## src/rtl/rand_num_pkg.sv

```systemverilog
// Shared constants and the single-step Fibonacci LFSR function for rand_num.
package rand_num_pkg;

    localparam int          MAX_WIDTH    = 64;
    localparam logic [15:0] DEFAULT_TAPS = 16'hB400;
    localparam logic [15:0] DEFAULT_SEED = 16'hACE1;

    // One shift-left step with XOR feedback into bit 0. The state is carried in a
    // MAX_WIDTH container, and bits at or above `width` are kept at zero.
    function automatic logic [MAX_WIDTH-1:0] lfsr_step(
        input logic [MAX_WIDTH-1:0] s,
        input logic [MAX_WIDTH-1:0] taps,
        input int unsigned          width
    );
        logic                 fb;
        logic [MAX_WIDTH-1:0] mask;
        fb   = ^(s & taps);
        mask = (width >= MAX_WIDTH) ? '1 : ((64'd1 << width) - 64'd1);
        return {s[MAX_WIDTH-2:0], fb} & mask;
    endfunction

endpackage

```

## src/rtl/rand_num_lfsr_leap.sv

```systemverilog
// Combinational leap-forward: STEPS chained LFSR steps, followed by the all-zero guard.
module lfsr_leap
    import rand_num_pkg::*;
#(
    parameter int               WIDTH = 16,
    parameter logic [WIDTH-1:0] TAPS  = DEFAULT_TAPS,
    parameter logic [WIDTH-1:0] SEED  = DEFAULT_SEED,
    parameter int               STEPS = 2
) (
    input  logic [WIDTH-1:0] state_i,
    output logic [WIDTH-1:0] next_o
);

    logic [MAX_WIDTH-1:0] s;

    always_comb begin
        s = MAX_WIDTH'(state_i);
        for (int i = 0; i < STEPS; i++) begin
            s = lfsr_step(s, MAX_WIDTH'(TAPS), WIDTH);
        end
        next_o = s[WIDTH-1:0];
        if (next_o == '0) begin
            next_o = SEED;
        end
    end

endmodule

```

## src/rtl/rand_num.sv

```systemverilog
// Free-running leap-forward LFSR random source. The optional reseed port pair is
// enabled with RAND_NUM_RESEED_EN. `rand` is a reserved word, so the output is rand_out.
module rand_num
    import rand_num_pkg::*;
#(
    parameter int               WIDTH     = 16,
    parameter logic [WIDTH-1:0] TAPS      = DEFAULT_TAPS,
    parameter logic [WIDTH-1:0] SEED      = DEFAULT_SEED,
    parameter int               OUT_WIDTH = 2
) (
    input  logic                 clk,
    input  logic                 reset,
`ifdef RAND_NUM_RESEED_EN
    input  logic                 seed_load,
    input  logic [WIDTH-1:0]     seed_value,
`endif
    output logic [OUT_WIDTH-1:0] rand_out
);

    logic [WIDTH-1:0] state_q;
    logic [WIDTH-1:0] state_d;
    logic [WIDTH-1:0] leap_next;

    lfsr_leap #(
        .WIDTH (WIDTH),
        .TAPS  (TAPS),
        .SEED  (SEED),
        .STEPS (OUT_WIDTH)
    ) u_leap (
        .state_i (state_q),
        .next_o  (leap_next)
    );

    always_comb begin
        state_d = leap_next;
`ifdef RAND_NUM_RESEED_EN
        // A reseed replaces the advance; a zero seed would lock up, so it falls back to SEED.
        if (seed_load) begin
            state_d = (seed_value == '0) ? SEED : seed_value;
        end
`endif
    end

    always_ff @(posedge clk or posedge reset) begin
        if (reset) begin
            state_q <= SEED;
        end else begin
            state_q <= state_d;
        end
    end

    assign rand_out = state_q[OUT_WIDTH-1:0];

endmodule

```

## config.mk

```make
export PLATFORM = sky130hd
export DESIGN_NAME = rand_num
export DESIGN_NICKNAME = d
export VERILOG_FILES = /design/src/rtl/rand_num_pkg.sv /design/src/rtl/rand_num_lfsr_leap.sv /design/src/rtl/rand_num.sv
export SDC_FILE = /design/constraint.sdc
export NUM_CORES = 1
export LEC_CHECK = 0
export ABC_AREA = 1
export CAP_MARGIN = 15
export CELL_PAD_IN_SITES_DETAIL_PLACEMENT = 1
export CELL_PAD_IN_SITES_GLOBAL_PLACEMENT = 1
export CORE_ASPECT_RATIO = 1.2
export CORE_MARGIN = 2
export CORE_UTILIZATION = 37
export CTS_CLUSTER_SIZE = 24
export DETAILED_ROUTE_END_ITERATION = 10
export PLACE_DENSITY = 0.66
export SYNTH_ARGS = -nofsm -noshare
export SYNTH_HDL_FRONTEND = slang
export SYNTH_SLANG_ARGS = --single-unit
```

## constraint.sdc

```tcl
create_clock -name clk -period 1.3 [get_ports clk]
set_input_delay 0.195 -clock clk [delete_from_list [all_inputs] [get_ports clk]]
set_output_delay 0.195 -clock clk [all_outputs]
set_load 0.005 [all_outputs]
```

==> flow_summary.toml, run 1 <==
[outcome]
status = "finished, violations left"
violations = "setup timing"

[layout]
fin_util = 0.4732
diodes = 0
largest_register_ff_count = 16
top_regs = "state_q (16)"
final_area_um2 = 795.8
largest_register = "state_q"
syn2layout_area_growth_pct = 17.78
nFillCells = 205
nets = 86
drive_above_1_share = 0.3780

[yosys]
synth_top_cell_area_share = 0.3111
synth_fa_ha_area_frac = 0.01852
ys_top_cells_by_area = "dfstp_2, dfrtp_1, nand2_1"
synth_top_family_by_area = "simple AND/OR/NAND/NOR gates"
synthMuxAreaShare = 0
ys_ff_latch = 16
synth-xor-area-share = 0
synth_nets = 80
synthSimpleGateAreaFrac = 0.2333
avgSynthCellArea_um2 = 8.775
ys_seq_area_frac = 0.6074
synth.distinct_cells = 14
synth_top_cell_by_area = "dfstp_2"
syn_area_um2 = 675.6
ys_warn_count = 0
synthCells = 77
synth_compound_area_frac = 0.007407

[sta]
rsz0062_at_grt = "yes"
final_max_slew_viol_count = 0
worst_slack_ps = -158.3
finalHoldViolCount = 0
relSlewSlack = 0.8500
period_needed_ps = 1458
setup_viol = 10
skew_ps = 3.544
fmax_mhz = 685.7
hold_slack_ps = 202.4
period_share = 1.122
tightestPinTransition_ps = 224.8

[grt]
grt_usage = 0.1394
antenna_found_initial = 0
grt_pass1_vias = 485
grt_pass1_wl_mm = 2.132
gr-total-overflow = 0
grt_max_degree = 17

[floorplan]
dieArea_um2 = 2185
die_width_um = 43.01
ios = 4
core_area_um2 = 1682
start_util = 0.4018
rows = 16
fp.dieH_um = 50.81

[worst_setup_path]
startpoint_type = "register"
r2r_slack_ps = -160
r2r-end = "state_q[11]"
setup.worst_path.start = "state_q[13]"
critPathCaptureType = "register"
critPathMostFrequentCell = "nand2_1"
crit_chain = "inv_2, ha_4, inv_2, nand2_2, nand2_1, nand2_1, nand2_2, nor2_4, nand2_4, nand2_1"
arrival_ps = 1700
crit_path_max_incr_delay_ps = 540
reg2reg_depth = 10
r2r_start = "state_q[13]"
cp_max_fo = 8
required_ps = 1540
cpMaxStageDelayCell = "dfstp_2"
path_class = "register to register"

[clocking]
htree_levels = 1
cts_hold_buf = 0
clock-sinks = 16
cts-root-buf = "clkbuf_4"
clock_latency_ps = 290
cts_buffer_depth = 2
cts_tree = "done"
numCtsBuffers = 3
path_clk_slew_ps = 90

[placement]
gp_congestion = 0.7062
dp_hpwl_um = 845.9
pre_cts_ws_ps = -156.7
portBuffers = 3
placed_cell_area_um2 = 733.2

[detailed_routing]
vias_per_cell = 4.500
wirelength_mm = 1.137
drtPass1Iterations = 2
vias = 450
ant_nets = 0
routedWlPerCell_um = 11.37
drcViolationCount = 0
drt_iter0_markers = 1

[power]
power_density_nw_per_um2 = 1061
power_mw = 0.8444
ir_drop_v = 0.0006210
p_leak_nw = 0.4461

[job]
maxCapViolCount = 0

[worst_hold_path]
hold_path.class = "input pin to asynchronous set/reset pin"
==> Yosys cell counts, drive strengths merged <==
| library cell | instances |
|---|---|
| inv | 14 |
| dfrtp | 8 |
| buf | 2 |
| dfstp | 8 |
| ha | 1 |
| nor2 | 10 |
| a21oi | 1 |
| nand2 | 26 |
| clkbuf | 6 |
| nand3 | 1 |
==> per-layer routing <==
metal,vias to the layer above,wire length (um),global-route usage
met3,5,31,0.03180
met5,-,0,0
met4,0,46,0.1061
met1,216,535,0.1748
li1,224,-,-
met2,5,523,0.2071
==> timing repair <==
item / in CTS / in global routing
cloned: 0 / 0
buffers inserted: 3 / 0
endpoints found under the setup margin: 12 / 10
pin swaps: 1 / 0
resized for setup: 3 / 1
==> cells by family (layout without fill, tap and decap cells) <==
kind of cell,Yosys count,in the layout
and+or+nand+nor,37,37
buffers and inverters,22,27
DFF,16,16
adders and majority gates,1,1
AOI/OAI and AO/OA,1,1
==> worst max-delay path by stage <==
stage,end,slack [ps],depth (start not counted)
final,state_q[11],-160,10
after global routing,state_q[7],-240,10
after detailed placement,state_q[6],-160,10
after CTS,state_q[6],-170,10
after floorplan,state_q[0],-40,10
after global placement,state_q[10],-130,10
==> critical path, delay by kind of cell, from the launching register on <==
kind / cells / cell delay [ps]
flops: 1 / 540
fa+ha+maj: 1 / 260
simple gates: 7 / 530
buf+inv: 2 / 80
==> power by group <==
group / switching, mW / internal [mW] / total (mW)
Sequential: 0 / 0.499 / 0.499
Clock: 0.160 / 0.171 / 0.331
Combinational: 0.00991 / 0.00484 / 0.0147
==> cell usage in the layout (no fill, tap or decap) <==
cell,count
a21oi_1,1
buf_4,5
buf_6,1
clkbuf_4,3
clkbuf_8,1
clkdlybuf4s50_1,1
dfrtp_1,8
dfstp_2,8
dlygate4sd2_1,2
ha_4,1
inv_1,9
inv_2,5
nand2_1,21
nand2_2,4
nand2_4,1
nand3_1,1
nor2_1,8
nor2_2,1
nor2_4,1
==> cell type report <==
class                      instances  area [um2]  area share
sequential                        16       410.4      0.5157
timing repair buffer               9       76.32     0.09591
inverter                          14       52.55     0.06604
tap                               18       22.52     0.02830
clock buffer                       4       36.28     0.04560
multi-input combinational         39       197.7      0.2484
==> through the flow <==
stage | TNS, ps | std cells
after floorplan | -332.3 | 77
final | -1470 | 100
after detailed placement | -1360 | 93
after global routing | -2190 | 100
after global placement | -1144 | 93
after CTS | -1591 | 100
(Power assumes the default switching activity.)
==> run 2, diff against run 1 <==
- SYNTH_HIERARCHICAL: not set -> 1
==> run 2 against run 1 <==
Compared with the run above:
- the flow still finishes with violations (setup timing)
- flip-flop and latch count did not move
- wire length fell by 4.9%
- worst hold slack improved by 26 ps
- total power fell by 2.0%
- first-iteration DRC count rose by 100%
- largest power group unchanged
- highest routed layer unchanged
==> flow_summary.toml, run 2 <==
[yosys]
synth_edf_count = 0
ys_top_cells_by_area = "dfstp_2, dfrtp_1, nand2_1"
synth.distinct_cells = 13
avgSynthCellArea_um2 = 8.775
syn_area_um2 = 658.1
synthCells = 75
yosys_most_used_dff = "dfstp_2"
ys_ff_latch = 16
synth_nets = 78
synth_common_cells = "nand2_1, inv_1, dfrtp_1, dfstp_2, nor2_1"
async_flop_share = 1.000
ys_seq_area_frac = 0.6236
synth_top_cell_area_share = 0.3194
synth_top_cell_by_area = "dfstp_2"
ys_warn_count = 6
yosysMostFrequentCell = "nand2_1"

[layout]
diodes = 0
drive_above_1_share = 0.4096
largest_register_ff_count = 16
nets = 87
final_common_cell = "nand2_1"
largest_register = "state_q"
final_cell_mix = "nand2_1, inv_1, buf_4"
top_regs = "state_q (16)"
syn2layout_area_growth_pct = 24.52
nFillCells = 198
final_area_um2 = 819.5

[power]
combPwrFrac = 0.017
p_sw_frac = 0.1856
p_int_mw = 0.6737
p_leak_nw = 0.4474
power_mw = 0.8272
seq_power_share = 0.603
ir_drop_v = 0.0006280
power_frac_clock = 0.380
power_switching_mw = 0.1535
power_density_nw_per_um2 = 1009

[job]
maxCapViolCount = 0

[worst_setup_path]
cpMaxStageDelayCell = "dfstp_2"
path_buf_inv = 2
critPathCaptureType = "register"
required_ps = 1520
crit_path_max_incr_delay_ps = 530
timing.critical_path.max_delay_family = "simple AND/OR/NAND/NOR gates"
critPathMostFrequentCell = "nand2_2"
crit_chain = "inv_2, ha_4, inv_2, nand2_2, nand2_1, nand2_2, nand2_4, nor2_4, nand2_4, nand2_2"
startpoint_type = "register"
path_class = "register to register"
arrival_ps = 1680
cp_max_fo = 8

[grt]
antenna_found_initial = 0
grt_max_degree = 17
gr-total-overflow = 0
grt_pass1_wl_mm = 2.104
grt_pass1_vias = 496
grt_usage = 0.1333

[placement]
pre_cts_ws_ps = -218.1
placed_cell_area_um2 = 735.7
portBuffers = 3
dp_hpwl_um = 817.7
gp_congestion = 0.6513

[floorplan]
die_width_um = 42.50
start_util = 0.3961
rows = 16
fp.dieH_um = 50.20
core_area_um2 = 1662
dieArea_um2 = 2134
ios = 4

[detailed_routing]
drtPass1Iterations = 4
drcViolationCount = 0
routedWlPerCell_um = 10.70
vias = 448
vias_per_cell = 4.436
ant_nets = 0
wirelength_mm = 1.081
drt_iter0_markers = 2

[clocking]
cts_tree = "done"
clock_latency_ps = 280
cts_hold_buf = 0
htree_levels = 1
path_clk_slew_ps = 90
numCtsBuffers = 3
cts_buffer_depth = 2
clock-sinks = 16
cts-root-buf = "clkbuf_4"

[worst_hold_path]
hold_path.class = "input pin to asynchronous set/reset pin"

[outcome]
status = "finished, violations left"
violations = "setup timing"

[sta]
period_share = 1.123
fmax_mhz = 684.8
rsz0062_at_grt = "yes"
worst_slack_ps = -160.2
hold_slack_ps = 228.0
relSlewSlack = 0.7181
period_needed_ps = 1460
final_max_slew_viol_count = 0
skew_ps = 4.560
tightestPinTransition_ps = 421.5
setup_viol = 10
finalSetupTns_ps = -1473
finalHoldViolCount = 0
run 2: kinds of logic (layout without fill, tap and decap cells):
family / count (synthesis) / count (layout) / share of synthesized area
AO/OA/AOI/OAI: 1 / 1 / 0.007597
XOR/XNOR: 1 / 1 / 0.01331
adder cells (fa/ha/maj): 1 / 1 / 0.01901
buffers and inverters: 22 / 30 / 0.1369
AND/OR/NAND/NOR: 34 / 34 / 0.1996
flip-flops: 16 / 16 / 0.6236
run 2: per-layer routing:
metal | GRT usage | routed length, um | vias to the layer above
met5 | 0 | 0 | -
met4 | 0.06250 | 10 | 0
met3 | 0.02158 | 22 | 2
met2 | 0.2333 | 603 | 4
met1 | 0.1576 | 444 | 220
li1 | - | - | 222
run 2: power by group through the flow:
stage / logic (mW) / clock network, mW / registers (mW)
2_1_floorplan: 0.00730 / 0 / 0.507
5_1_grt: 0.0178 / 0.346 / 0.499
6_report: 0.0144 / 0.314 / 0.499
3_3_place_gp: 0.0148 / 0 / 0.507
3_5_place_dp: 0.0159 / 0 / 0.507
4_1_cts: 0.0157 / 0.326 / 0.499
run 2: worst paths after layout:
path                            slack [ps]  cells after the start           to         from
worst min register to register         390                      0   state_q[4]   state_q[2]
worst max register to register        -160                     10  state_q[13]  state_q[13]
max in group asynchronous              820                      3  state_q[15]        reset
worst min-delay path                   230                      3  state_q[12]        reset
min in group clk                       390                      0   state_q[4]   state_q[2]
worst max-delay path                  -160                     10  state_q[13]  state_q[13]
run 2: tightest hold or removal path, stage by stage:
cell and delay, ps:
clkdlybuf4s50_1 390, inv_1 60, buf_4 220
run 2: final cells by class:
type,instances,area [um2],share of cell area
sequential,16,410.4,0.5008
multi-input combinational,37,202.7,0.2473
timing repair buffer,12,95.09,0.1160
inverter,14,52.55,0.06412
clock buffer,4,36.28,0.04427
tap,18,22.52,0.02748
run 2: repair_timing:
| item | in CTS | in global routing |
|---|---|---|
| resized for setup | 6 | 4 |
| pin swaps | 7 | 2 |
| setup endpoints to repair | 12 | 10 |
| hold endpoints to repair | 0 | 0 |
| buffers inserted | 3 | 0 |
run 2: per-stage QoR:
stage                     utilization  std cells
after floorplan                     -         75
after global placement         0.4428         94
after detailed placement       0.4428         94
after CTS                      0.4857        101
after global routing           0.4932        101
final                          0.4932        101
==> run 3, diff against run 2 <==
- CELL_PAD_IN_SITES_DETAIL_PLACEMENT: 1 -> not set
- CELL_PAD_IN_SITES_GLOBAL_PLACEMENT: 1 -> not set
- CORE_ASPECT_RATIO: 1.2 -> not set
- CORE_UTILIZATION: 37 -> 50
- clock period: 1.3 -> 1.81 ns (I/O delays scaled with it)
==> run 3 against run 2 <==
Compared with the run above:
- the run now ends clean
- first-iteration DRC count increased by 100%
- clock power decreased by 28%
- sequential power decreased by 28%
- clock-buffer cell count unchanged
- non-clock buffer count decreased by 9
- via count decreased by 14%
- sequential share of layout area increased by 8.1 points
- flip-flop and latch count unchanged
- cell count decreased by 12%
- worst setup slack improved by 340 ps
==> flow_summary.toml, run 3 (synthesis gave the netlist of run 2 again) <==
[detailed_routing]
ant_nets = 0
wirelength_um = 893
routedWlPerCell_um = 10.03
drtPass1Iterations = 2
vias_per_cell = 4.337
vias = 386
drcViolationCount = 0
drt_iter0_markers = 4

[layout]
largest_register_ff_count = 16
final_common_cell = "nand2_1"
largest_register = "state_q"
top_regs = "state_q (16)"
drive_above_1_share = 0.2027
final_cell_mix = "nand2_1, inv_1, dfstp_2, dfrtp_1, nor2_1"
nets = 78
syn2layout_area_growth_pct = 7.224
diodes = 0
final_cells = 89

[worst_setup_path]
cpMaxStageDelayCell = "dfstp_2"
path_buf_inv = 2
path_class = "register to register"
critPathMostFrequentCell = "nand2_1"
arrival_ps = 1850
crit_chain = "inv_1, ha_1, inv_1, nand2_1, nand2_1, nand2_1, nand2_1, nor2_1, nand2_2, nand2_1"
startpoint_type = "register"
required_ps = 2020
r2r_start = "state_q[13]"
reg2reg_depth = 10
crit_cells = 10
setup.worst_path.start = "state_q[13]"
cp_max_fo = 8
timing.critical_path.max_delay_family = "simple AND/OR/NAND/NOR gates"
critPathCaptureType = "register"
crit_path_max_incr_delay_ps = 530

[floorplan]
core_area_um2 = 1269
dieArea_um2 = 1622
die_width_um = 40.28
fp.dieH_um = 40.28
start_util = 0.5187
rows = 13
ios = 4

[grt]
grt_pass1_vias = 340
grt_pass1_wl_mm = 1.524
grt_usage = 0.1482
gr-total-overflow = 0
antenna_found_initial = 0
grt_max_degree = 17

[sta]
fmax_mhz = 611.5
period_share = 0.9034
relSlewSlack = 0.6205
period_needed_ps = 1635
setup_viol = 0
worst_slack_ps = 174.8
final_max_slew_viol_count = 0
tightestPinTransition_ps = 568.7
rsz0062_at_grt = "no"
skew_ps = 11.68
finalHoldViolCount = 0
finalSetupTns_ps = 0

[placement]
portBuffers = 3
dp_hpwl_um = 638.3
dp.cells = 85
pre_cts_ws_ps = 232.2
gp_congestion = 0.7629

[clocking]
cts_hold_buf = 0
cts_setup_buffers = 0
clock-sinks = 16
cts_buffer_depth = 2
postCtsResizedCells = 0
clock_latency_ps = 280
path_clk_slew_ps = 100
numCtsBuffers = 3
cts_tree = "done"
htree_levels = 1
cts-root-buf = "clkbuf_4"

[power]
power_frac_clock = 0.382
power_density_nw_per_um2 = 841.0
ir_drop_v = 0.0005237
combPwrFrac = 0.014
p_int_mw = 0.4822
seq_power_share = 0.604
power_switching_mw = 0.1112
p_leak_nw = 0.4026
power_mw = 0.5935
p_sw_frac = 0.1874

[worst_hold_path]
hold_path.class = "input pin to asynchronous set/reset pin"

[job]
maxCapViolCount = 0

[outcome]
status = "finished, final reports clean"
==> run 3: cell count changes in the layout (fill, tap and decap cells not counted), moves of 2 or more <==
cell             change
nand2_2              -4
inv_2                -2
clkdlybuf4s50_1      +2
nand2_1              +6
nand2_4              -2
buf_4                -9
dlygate4sd2_1        -2
inv_1                +2
==> run 3: through the flow <==
stage                     hold slack [ps]  cell area, um2  utilization
after floorplan                     179.5           658.1            -
after global placement              374.2           669.4       0.5276
after detailed placement            373.2           669.4       0.5276
after CTS                           353.1           705.7       0.5562
after global routing                394.4           705.7       0.5562
final                               335.4           705.7       0.5562
==> run 3: path summary, 6_finish.rpt <==
path                                     to  slack (ps)
worst max register to register   state_q[5]         170
worst min-delay path            state_q[14]         340
worst min register to register   state_q[4]         390
max in group asynchronous       state_q[10]        1090
worst max-delay path             state_q[5]         170
min in group clk                 state_q[4]         390
==> run 3: power by group through the flow <==
| stage | clock (mW) | combinational (mW) | sequential, mW |
|---|---|---|---|
| global route | 0.253 | 0.0104 | 0.358 |
| detailed placement | 0 | 0.00896 | 0.364 |
| CTS | 0.233 | 0.00891 | 0.358 |
| floorplan | 0 | 0.00524 | 0.364 |
| finish | 0.227 | 0.00845 | 0.358 |
| global placement | 0 | 0.00874 | 0.364 |
==> run 3: per-layer routing <==
layer  track usage  wire [um]  vias to the layer above
li1              -          -                      204
met1        0.2230        474                      177
met2        0.1976        383                        3
met3       0.03333         25                        2
met4       0.07500         10                        0
met5             0          0                        -
==> run 3: area by class of cell <==
| type | instances | area [um2] |
|---|---|---|
| Sequential cell | 16 | 410.4 |
| Multi-Input combinational cell | 37 | 157.7 |
| Timing Repair Buffer | 3 | 30.03 |
| Inverter | 14 | 52.55 |
| Fill cell | 111 | 563.0 |
| Tap cell | 15 | 18.77 |
| Clock buffer | 4 | 36.28 |
==> run 3: worst register-to-register path: stages, from the launching register on <==
cell,delay (ps)
dfstp_2,530
inv_1,50
ha_1,280
inv_1,40
nand2_1,70
nand2_1,60
nand2_1,60
nand2_1,70
nor2_1,190
nand2_2,140
nand2_1,100
